==> src/rtl/learn_mode_controller_pkg.sv <==
// Shared types for the piano learn-mode controller:
// state encoding, screen codes, key bit order and note codes.
package learn_mode_controller_pkg;

  typedef enum logic [1:0] {
    ST_HOME  = 2'b00,
    ST_FREE  = 2'b01,
    ST_LEARN = 2'b10,
    ST_DONE  = 2'b11
  } state_e;

  localparam logic [1:0] SCR_HOME  = 2'b00;
  localparam logic [1:0] SCR_FREE  = 2'b01;
  localparam logic [1:0] SCR_LEARN = 2'b10;
  localparam logic [1:0] SCR_DONE  = 2'b11;

  localparam int NUM_KEYS = 7;
  localparam int KEY_C = 0;
  localparam int KEY_D = 1;
  localparam int KEY_E = 2;
  localparam int KEY_F = 3;
  localparam int KEY_G = 4;
  localparam int KEY_A = 5;
  localparam int KEY_B = 6;

  typedef enum logic [2:0] {
    NOTE_C = 3'd0,
    NOTE_D = 3'd1,
    NOTE_E = 3'd2,
    NOTE_F = 3'd3,
    NOTE_G = 3'd4,
    NOTE_A = 3'd5,
    NOTE_B = 3'd6
  } note_e;

  function automatic logic [NUM_KEYS-1:0] note_onehot(
    input logic [2:0] code
  );
    note_onehot = NUM_KEYS'(1) << code;
  endfunction

  function automatic logic [1:0] screen_of(input state_e s);
    unique case (s)
      ST_HOME:  screen_of = SCR_HOME;
      ST_FREE:  screen_of = SCR_FREE;
      ST_LEARN: screen_of = SCR_LEARN;
      ST_DONE:  screen_of = SCR_DONE;
      default:  screen_of = SCR_HOME;
    endcase
  endfunction

endpackage

==> src/rtl/learn_mode_controller_song_rom.sv <==
// 32-entry note-code ROM; holds Mary Had a Little Lamb,
// unused tail entries read as C.
module song_rom
  import learn_mode_controller_pkg::*;
(
  input  logic [4:0] addr_i,
  output logic [2:0] code_o
);

  localparam note_e SONG [32] = '{
    NOTE_E, NOTE_D, NOTE_C, NOTE_D,
    NOTE_E, NOTE_E, NOTE_E, NOTE_D,
    NOTE_D, NOTE_D, NOTE_E, NOTE_G,
    NOTE_G, NOTE_E, NOTE_D, NOTE_C,
    NOTE_D, NOTE_E, NOTE_E, NOTE_E,
    NOTE_E, NOTE_D, NOTE_D, NOTE_E,
    NOTE_D, NOTE_C, NOTE_C, NOTE_C,
    NOTE_C, NOTE_C, NOTE_C, NOTE_C
  };

  assign code_o = SONG[addr_i];

endmodule

==> src/rtl/learn_mode_controller.sv <==
// Home / free-play / learn-song / done mode sequencer with
// synchronized inputs and frame-aligned display outputs.
module learn_mode_controller
  import learn_mode_controller_pkg::*;
#(
  parameter int SONG_LEN    = 26,
  parameter int DONE_FRAMES = 120
) (
  input  logic       iVGA_CLK,
  input  logic       reset,
  input  logic       frame_start,
  input  logic [6:0] keys,
  input  logic       free_play_button,
  input  logic       learn_song_button,
  output logic [1:0] screen_sel,
  output logic [6:0] target_note,
  output logic [4:0] note_idx,
  output logic [7:0] mistakes,
  output logic       song_done
);

  localparam logic [4:0] LAST_IDX = 5'(SONG_LEN - 1);
  localparam logic [7:0] DONE_LD  = 8'(DONE_FRAMES);

  // {learn, free, keys} travel through one sync/edge chain
  logic [8:0] raw;
  logic [8:0] s1_q, s2_q, prev_q, rise;

  assign raw  = {learn_song_button, free_play_button, keys};
  assign rise = s2_q & ~prev_q;

  logic       key_ev, fp_ev, ls_ev;
  logic [6:0] key_vec;

  assign key_ev  = |rise[6:0];
  assign fp_ev   = rise[7];
  assign ls_ev   = rise[8];
  assign key_vec = s2_q[6:0];

  state_e     state_q, state_d;
  logic [4:0] idx_q, idx_d;
  logic [7:0] mis_q, mis_d;
  logic [7:0] cnt_q, cnt_d;
  logic [6:0] tgt_q, tgt_d;
  logic [1:0] scr_sh_q;
  logic [6:0] tgt_sh_q;
  logic [2:0] rom_code;

  song_rom u_rom (
    .addr_i (idx_q),
    .code_o (rom_code)
  );

  assign tgt_d = (state_q == ST_LEARN)
               ? note_onehot(rom_code) : '0;

  always_comb begin
    state_d = state_q;
    idx_d   = idx_q;
    mis_d   = mis_q;
    cnt_d   = cnt_q;
    unique case (state_q)
      ST_HOME: begin
        if (fp_ev) begin
          state_d = ST_FREE;
        end else if (ls_ev) begin
          state_d = ST_LEARN;
          idx_d   = '0;
          mis_d   = '0;
        end
      end
      ST_FREE: begin
        if (fp_ev) begin
          state_d = ST_HOME;
        end else if (ls_ev) begin
          state_d = ST_LEARN;
          idx_d   = '0;
          mis_d   = '0;
        end
      end
      ST_LEARN: begin
        if (fp_ev) begin
          state_d = ST_HOME;
        end else if (ls_ev) begin
          idx_d = '0;
          mis_d = '0;
        end else if (key_ev) begin
          if (key_vec == tgt_q) begin
            if (idx_q == LAST_IDX) begin
              state_d = ST_DONE;
              cnt_d   = DONE_LD;
            end else begin
              idx_d = idx_q + 5'd1;
            end
          end else if (mis_q != 8'hFF) begin
            mis_d = mis_q + 8'd1;
          end
        end
      end
      ST_DONE: begin
        if (fp_ev || ls_ev) begin
          state_d = ST_HOME;
        end else if (frame_start) begin
          if (cnt_q <= 8'd1) begin
            cnt_d   = '0;
            state_d = ST_HOME;
          end else begin
            cnt_d = cnt_q - 8'd1;
          end
        end
      end
      default: state_d = ST_HOME;
    endcase
  end

  always_ff @(posedge iVGA_CLK) begin
    if (reset) begin
      s1_q     <= '0;
      s2_q     <= '0;
      prev_q   <= '0;
      state_q  <= ST_HOME;
      idx_q    <= '0;
      mis_q    <= '0;
      cnt_q    <= '0;
      tgt_q    <= '0;
      scr_sh_q <= SCR_HOME;
      tgt_sh_q <= '0;
    end else begin
      s1_q    <= raw;
      s2_q    <= s1_q;
      prev_q  <= s2_q;
      state_q <= state_d;
      idx_q   <= idx_d;
      mis_q   <= mis_d;
      cnt_q   <= cnt_d;
      tgt_q   <= tgt_d;
      // display only changes at frame boundaries
      if (frame_start) begin
        scr_sh_q <= screen_of(state_q);
        tgt_sh_q <= tgt_q;
      end
    end
  end

  assign screen_sel  = scr_sh_q;
  assign target_note = tgt_sh_q;
  assign note_idx    = idx_q;
  assign mistakes    = mis_q;
  assign song_done   = (state_q == ST_DONE);

endmodule

==> config.mk <==
export PLATFORM = sky130hd
export DESIGN_NAME = learn_mode_controller
export DESIGN_NICKNAME = d
export VERILOG_FILES = /design/src/rtl/learn_mode_controller_pkg.sv /design/src/rtl/learn_mode_controller_song_rom.sv /design/src/rtl/learn_mode_controller.sv
export SDC_FILE = /design/constraint.sdc
export NUM_CORES = 1
export LEC_CHECK = 0
export BUFFER_PORTS_ARGS = -buffer_cell sky130_fd_sc_hd__buf_2
export CAP_MARGIN = 20
export CELL_PAD_IN_SITES_DETAIL_PLACEMENT = 1
export CELL_PAD_IN_SITES_GLOBAL_PLACEMENT = 2
export CORE_UTILIZATION = 38
export DETAILED_ROUTE_END_ITERATION = 12
export GPL_TIMING_DRIVEN = 0
export PLACE_DENSITY = 0.85
export SLEW_MARGIN = 40
export SYNTH_ARGS = -nofsm -noshare
export SYNTH_HDL_FRONTEND = slang
export SYNTH_SLANG_ARGS = --single-unit
==> constraint.sdc <==
create_clock -name iVGA_CLK -period 5.9 [get_ports iVGA_CLK]
set_input_delay 1.18 -clock iVGA_CLK [delete_from_list [all_inputs] [get_ports iVGA_CLK]]
set_output_delay 1.18 -clock iVGA_CLK [all_outputs]
set_load 0.05 [all_outputs]
==> results of run 1 <==
-- power by group --
group | internal (mW) | switching [mW] | leakage [nW] | total (mW)
Sequential | 0.456 | 0.00808 | 0.537 | 0.464
Clock | 0.211 | 0.188 | 0.103 | 0.400
Combinational | 0.0290 | 0.0513 | 0.763 | 0.0803
Total | 0.696 | 0.248 | 1.40 | 0.944
-- metal layers --
layer | routed length [µm] | GRT usage | vias to the layer above
met5 | 0 | 0 | -
met4 | 108 | 0.0714 | 0
met3 | 194 | 0.0354 | 9
met2 | 3370 | 0.307 | 33
met1 | 3430 | 0.252 | 1182
li1 | - | - | 1240
-- worst max path at each step --
stage          startpoint     endpoint  cells after the start  slack [ns]
6_report       state_q[1]    song_done                      3        3.26
2_1_floorplan       reset  mistakes[5]                      4        3.58
3_3_place_gp        reset     cnt_q[3]                      4        3.09
3_5_place_dp        reset     cnt_q[5]                      4        3.05
4_1_cts        state_q[1]    song_done                      3        3.25
5_1_grt        state_q[1]    song_done                      3        3.14
-- cells by family after synthesis --
group                    Yosys count  synth area share
AND/OR/NAND/NOR                  148             0.287
buffers and inverters             28            0.0372
multiplexers                      16            0.0622
flip-flops                        66             0.441
AO/OA/AOI/OAI                     54             0.119
XOR/XNOR                           7            0.0205
adder cells (fa/ha/maj)            8            0.0334
-- cells in the final DEF (no fill, tap or decap), types with 10 or more instances in the layout --
cell type	instances
dfxtp_1	66
inv_1	14
a21oi_1	15
nand2_1	25
clkbuf_8	10
o21ai_0	13
buf_2	35
nor2_1	29
nor2b_1	27
clkbuf_1	10
mux2i_1	13
-- through the flow --
step	util	std cells	area, µm²	hold WS (ns)
floorplan	-	327	3000	0.414
global placement	0.428	462	3290	0.419
detailed placement	0.428	462	3290	0.429
CTS	0.455	478	3500	0.450
global route	0.455	478	3500	0.471
finish	0.455	478	3500	0.444
-- cell usage after synthesis (2+ instances only) --
master	n
o21a_1	2
nand3b_1	4
o211ai_1	5
a31oi_1	4
mux4_2	2
o21ai_0	13
clkbuf_1	10
and2_1	3
buf_2	2
and3_1	3
nor4_4	3
nand4_1	4
or2_2	2
nand2b_1	9
nor2_1	29
or3_1	6
nand2_1	25
dfxtp_1	66
xnor2_1	3
ha_1	8
nor3b_1	3
xor2_1	4
a32o_2	3
or4_1	5
mux2i_1	13
nand3_1	9
a21oi_1	15
nor3_1	8
nor2b_1	27
inv_1	14
-- sequential cells by signal, indices dropped and copies added (netlist names) --
| signal | flops |
|---|---|
| tgt_q | 7 |
| state_q | 2 |
| target_note | 7 |
| prev_q | 9 |
| s2_q | 9 |
| note_idx | 5 |
| cnt_q | 8 |
| screen_sel | 2 |
| mistakes | 8 |
| s1_q | 9 |
-- area by class of cell --
| type | count | area [µm²] | share of cell area |
|---|---|---|---|
| tap | 102 | 128 | 0.0365 |
| multi-input combinational | 233 | 1560 | 0.447 |
| timing repair buffer | 33 | 165 | 0.0472 |
| inverter | 15 | 56.3 | 0.0161 |
| sequential | 66 | 1320 | 0.378 |
| buffer | 13 | 55.1 | 0.0157 |
| clock buffer | 10 | 138 | 0.0393 |
| clock inverter | 6 | 72.6 | 0.0207 |
==> results_dict.tcl, run 1 <==
set metrics [dict create \
    post-cts-setup-buffers 0 \
    dieHeight_um 90.8 \
    cts.sinks 66 \
    viasPerCell 5.15 \
    worstPathArrival_ns 1.46 \
    root_buffer "clkbuf_8" \
    grt_util_all_layers 0.190 \
    required_ns 4.72 \
    critPathKind "reg2out" \
    path_buf_inv 2 \
    drive_gt1_frac 0.178 \
    area_growth_pct 16.8 \
    setup_slack_ns 3.26 \
    wl_per_cell_um 14.9 \
    slew_viol_final 0 \
    cts_max_level 3 \
    crit_path_start_kind "register" \
    p_leak_nw 1.40 \
    start_util 0.390 \
    irDropWorstVdd_mv 0.129 \
    synth-edff-count 0 \
    rr_worst_depth 6 \
    antenna_cells 0 \
    synth_top_area_share 0.441 \
    cts_tree "done" \
    r2r_slack_ns 3.72 \
    worst_clock_skew_ns 0.00741 \
    whs_path_depth 1 \
    cts_resized 0 \
    synth.distinct_cells 53 \
    portBuffers 33 \
    place.gp.congestion 0.785 \
    endpoint_kind "primary output" \
    cp_top_family "flip-flops" \
    r2r-end "cnt_q[5]" \
    postRouteAntennaNets 0 \
    syn-num-nets 347 \
    setup_tns_ns 0 \
    crit_path_top_delay_cell "dfxtp_1" \
    synth_top_flop_cell "dfxtp_1" \
    powerDensity_mw_per_mm2 270 \
    synth-seq-area-share 0.441 \
    cp_cell_sequence "nand2_1 > inv_1 > buf_2" \
    hold_buffers 0 \
    n_fill_cell 930 \
    core_mm2 0.00769 \
    rsz0062_at_grt "false" \
    fmax_ghz 0.379 \
    cts_buffers 9 \
    ys_ff_latch 66 \
    hp-start "s1_q[6]" \
    dieArea_mm2 0.00824 \
    finalSetupViolations 0 \
    vias 2464 \
    status "complete, no violations" \
    synthCells 327 \
    holdPathEnd "s2_q[6]" \
    post-route-drc-count 0 \
    routed_wl_um 7110 \
    grt_first_pass_wirelength_um 12400 \
    rr_startpoint "tgt_q[5]" \
    yosysTopAreaCell "dfxtp_1" \
    total_power_mw 0.944 \
    drtIter0Drc 76 \
    grt.overflow.total 0 \
    finalHoldViolCount 0 \
    slowest_delay_ns 0.51 \
    fin_crit_sh 0.447 \
    worst-slew-pin-transition_ns 0.759 \
    first_global_vias 2445 \
    place_ws_ns 3.05 \
    avgSynthCellArea_um2 9.16 \
    post-route-min-period_ns 2.64 \
    num_rows 32 \
    maxSlewHeadroom 0.494 \
    yosys-top-cells-area "dfxtp_1 (44%), nor2b_1 (5.6%), mux2i_1 (4.3%)" \
    synthArstFlopShare 0 \
    antenna_found_initial 0 \
    dp_hpwl_um 5220 \
    clk_latency_ns 0.34 \
    cts.clk_slew.worst_paths_ns 0.08 \
    grt_max_degree 14 \
    hp-class "reg2reg" \
    first_pass_iters 4 \
    drv_cap 0 \
    netlist_area_mm2 0.00300 \
    final_net_count 391 \
    cp_max_fo 8 \
    die-width_um 90.8 \
    ys_warn_count 0 \
    ios 35 \
    clockBufferDepth 2 \
]
Power figures use the tool's default switching activity.
==> run 2: changes to the inputs <==
--- a/config.mk
+++ b/config.mk
@@ -9,10 +9,10 @@
 export CAP_MARGIN = 20
 export CELL_PAD_IN_SITES_DETAIL_PLACEMENT = 1
 export CELL_PAD_IN_SITES_GLOBAL_PLACEMENT = 2
-export CORE_UTILIZATION = 38
+export CORE_UTILIZATION = 36
 export DETAILED_ROUTE_END_ITERATION = 12
 export GPL_TIMING_DRIVEN = 0
-export PLACE_DENSITY = 0.85
+export PLACE_DENSITY = 0.81
 export SLEW_MARGIN = 40
 export SYNTH_ARGS = -nofsm -noshare
 export SYNTH_HDL_FRONTEND = slang
==> constraint.sdc (replaced) <==
create_clock -name iVGA_CLK -period 2.76 [get_ports iVGA_CLK]
set_input_delay 0.552 -clock iVGA_CLK [delete_from_list [all_inputs] [get_ports iVGA_CLK]]
set_output_delay 0.552 -clock iVGA_CLK [all_outputs]
set_load 0.05 [all_outputs]
==> run 2 against run 1 <==
  * Clock skew about the same
  * Routed wire length rose by 0.80%
  * Total power up 110%
  * Combinational power rose by 120%
  * Critical path depth up 4
  * Final area is 0.29% lower
  * Via count rose by 0.53%
==> results_dict.tcl, run 2 (same netlist as run 1, synthesis figures left out) <==
set metrics [dict create \
    status "complete, no violations" \
    post-route-drc-count 0 \
    grt_util_all_layers 0.184 \
    area_growth_pct 16.5 \
    grt.overflow.total 0 \
    r2r-end "cnt_q[7]" \
    placed_area_mm2 0.00329 \
    core_mm2 0.00789 \
    whs_path_depth 2 \
    crit_path_start_kind "register" \
    maxSlewHeadroom 0.538 \
    fin_crit_sh 0.826 \
    clk_latency_ns 0.34 \
    crit_top_cell "inv_1" \
    finalSetupViolations 0 \
    first_global_vias 2490 \
    cp_max_fo 8 \
    r2r_slack_ns 0.48 \
    dieHeight_um 93.2 \
    cts_max_level 3 \
    p_switching_mw 0.526 \
    start_util 0.380 \
    holdPathEnd "s1_q[5]" \
    hp-class "in2reg" \
    post-route-min-period_ns 2.28 \
    vias 2477 \
    post-cts-setup-buffers 0 \
    rr_worst_depth 7 \
    viasPerCell 5.18 \
    irDropWorstVdd_mv 0.218 \
    worst-slew-pin-transition_ns 0.693 \
    p_int_mw 1.46 \
    mostFrequentLayoutCells "dfxtp_1 (66), buf_2 (35), nor2_1 (29), nor2b_1 (27), nand2_1 (25)" \
    root_buffer "clkbuf_8" \
    slew_viol_final 0 \
    postRouteAntennaNets 0 \
    ios 35 \
    fmax_ghz 0.439 \
    final_cells 478 \
    n_fill_cell 947 \
    grt_max_degree 14 \
    p_leak_nw 1.40 \
    rsz0062_at_grt "false" \
    dp_hpwl_um 5380 \
    crit_path_top_delay_cell "o211ai_1" \
    drive_gt1_frac 0.178 \
    hp-start "keys[5]" \
    hold_slack_ns 0.419 \
    path_buf_inv 2 \
    cp_cell_sequence "inv_1 > ha_1 > o211ai_1 > nand2_1 > nor3_1 > inv_1 > a311oi_1" \
    swShare 0.265 \
    setup_tns_ns 0 \
    die-width_um 93.2 \
    power_frac_comb 0.088 \
    worst_clock_skew_ns 0.00735 \
    drv_cap 0 \
    critPathKind "reg2reg" \
    hold_buffers 0 \
    slowest_delay_ns 0.45 \
    portBuffers 33 \
    cts.clk_slew.worst_paths_ns 0.08 \
    cts_resized 0 \
    endpoint_kind "register" \
    finalHoldViolCount 0 \
    grt_first_pass_wirelength_um 12400 \
    clkPwrFrac 0.413 \
    first_pass_iters 4 \
    reg_top3 "prev_q (9), s1_q (9), s2_q (9)" \
    wl_per_cell_um 15.0 \
    antenna_cells 0 \
    dieArea_mm2 0.00869 \
    power_frac_seq 0.500 \
    rr_startpoint "cnt_q[0]" \
    cp_top_family "compound AO/OA/AOI/OAI gates" \
    num_rows 32 \
    place.gp.congestion 0.754 \
    final_net_count 391 \
    mostFrequentLayoutCell "dfxtp_1" \
    antenna_found_initial 0 \
    clockBufferDepth 2 \
    powerDensity_mw_per_mm2 569 \
    fin_area_mm2 0.00349 \
    cts_tree "done" \
    numPlacedInstances 462 \
    worstPathArrival_ns 2.52 \
    required_ns 3.00 \
    cts.sinks 66 \
    total_power_mw 1.99 \
    drtIter0Drc 79 \
    cts_buffers 9 \
    routed_wl_um 7170 \
]
run 2: cell count changes in the layout (fill, tap and decap cells not counted):
cell / before / now
clkinv_4: 2 / 1
clkbuf_8: 10 / 9
clkinv_2: 0 / 1
clkinvlp_4: 1 / 2
run 2: cell type report:
| class | instances | area [µm²] | share of cell area |
|---|---|---|---|
| flip-flops and latches | 66 | 1320 | 0.379 |
| plain buffers | 13 | 55.1 | 0.0158 |
| multi-input cells | 233 | 1560 | 0.448 |
| well taps | 102 | 128 | 0.0366 |
| clock buffers | 9 | 124 | 0.0355 |
| repair buffers | 33 | 165 | 0.0473 |
| clock inverters | 7 | 76.3 | 0.0219 |
| inverters | 15 | 56.3 | 0.0161 |
run 2: worst max path at each step:
| stage | from | end | depth (start not counted) |
|---|---|---|---|
| detailed placement | cnt_q[0] | cnt_q[7] | 7 |
| global route | cnt_q[0] | cnt_q[7] | 7 |
| finish | cnt_q[0] | cnt_q[7] | 7 |
| global placement | reset | cnt_q[5] | 4 |
| floorplan | note_idx[1] | cnt_q[3] | 8 |
| CTS | cnt_q[0] | cnt_q[7] | 7 |
run 2: stage by stage:
stage	setup slack (ns)	util
6_report	0.481	0.442
5_1_grt	0.272	0.442
3_3_place_gp	0.542	0.417
2_1_floorplan	0.596	-
4_1_cts	0.505	0.442
3_5_place_dp	0.504	0.417
run 2: power by group through the flow:
stage	clock, mW	sequential [mW]	combinational [mW]
6_report	0.819	0.992	0.175
5_1_grt	0.887	0.995	0.193
4_1_cts	0.847	0.992	0.176
3_5_place_dp	0	1.02	0.176
3_3_place_gp	0	1.01	0.173
2_1_floorplan	0	1.01	0.124
run 2: layer usage:
metal	GRT usage	vias up	wire length (µm)
li1	-	1238	-
met1	0.242	1201	3630
met2	0.298	30	3260
met3	0.0366	8	177
met4	0.0692	0	106
met5	0	-	0
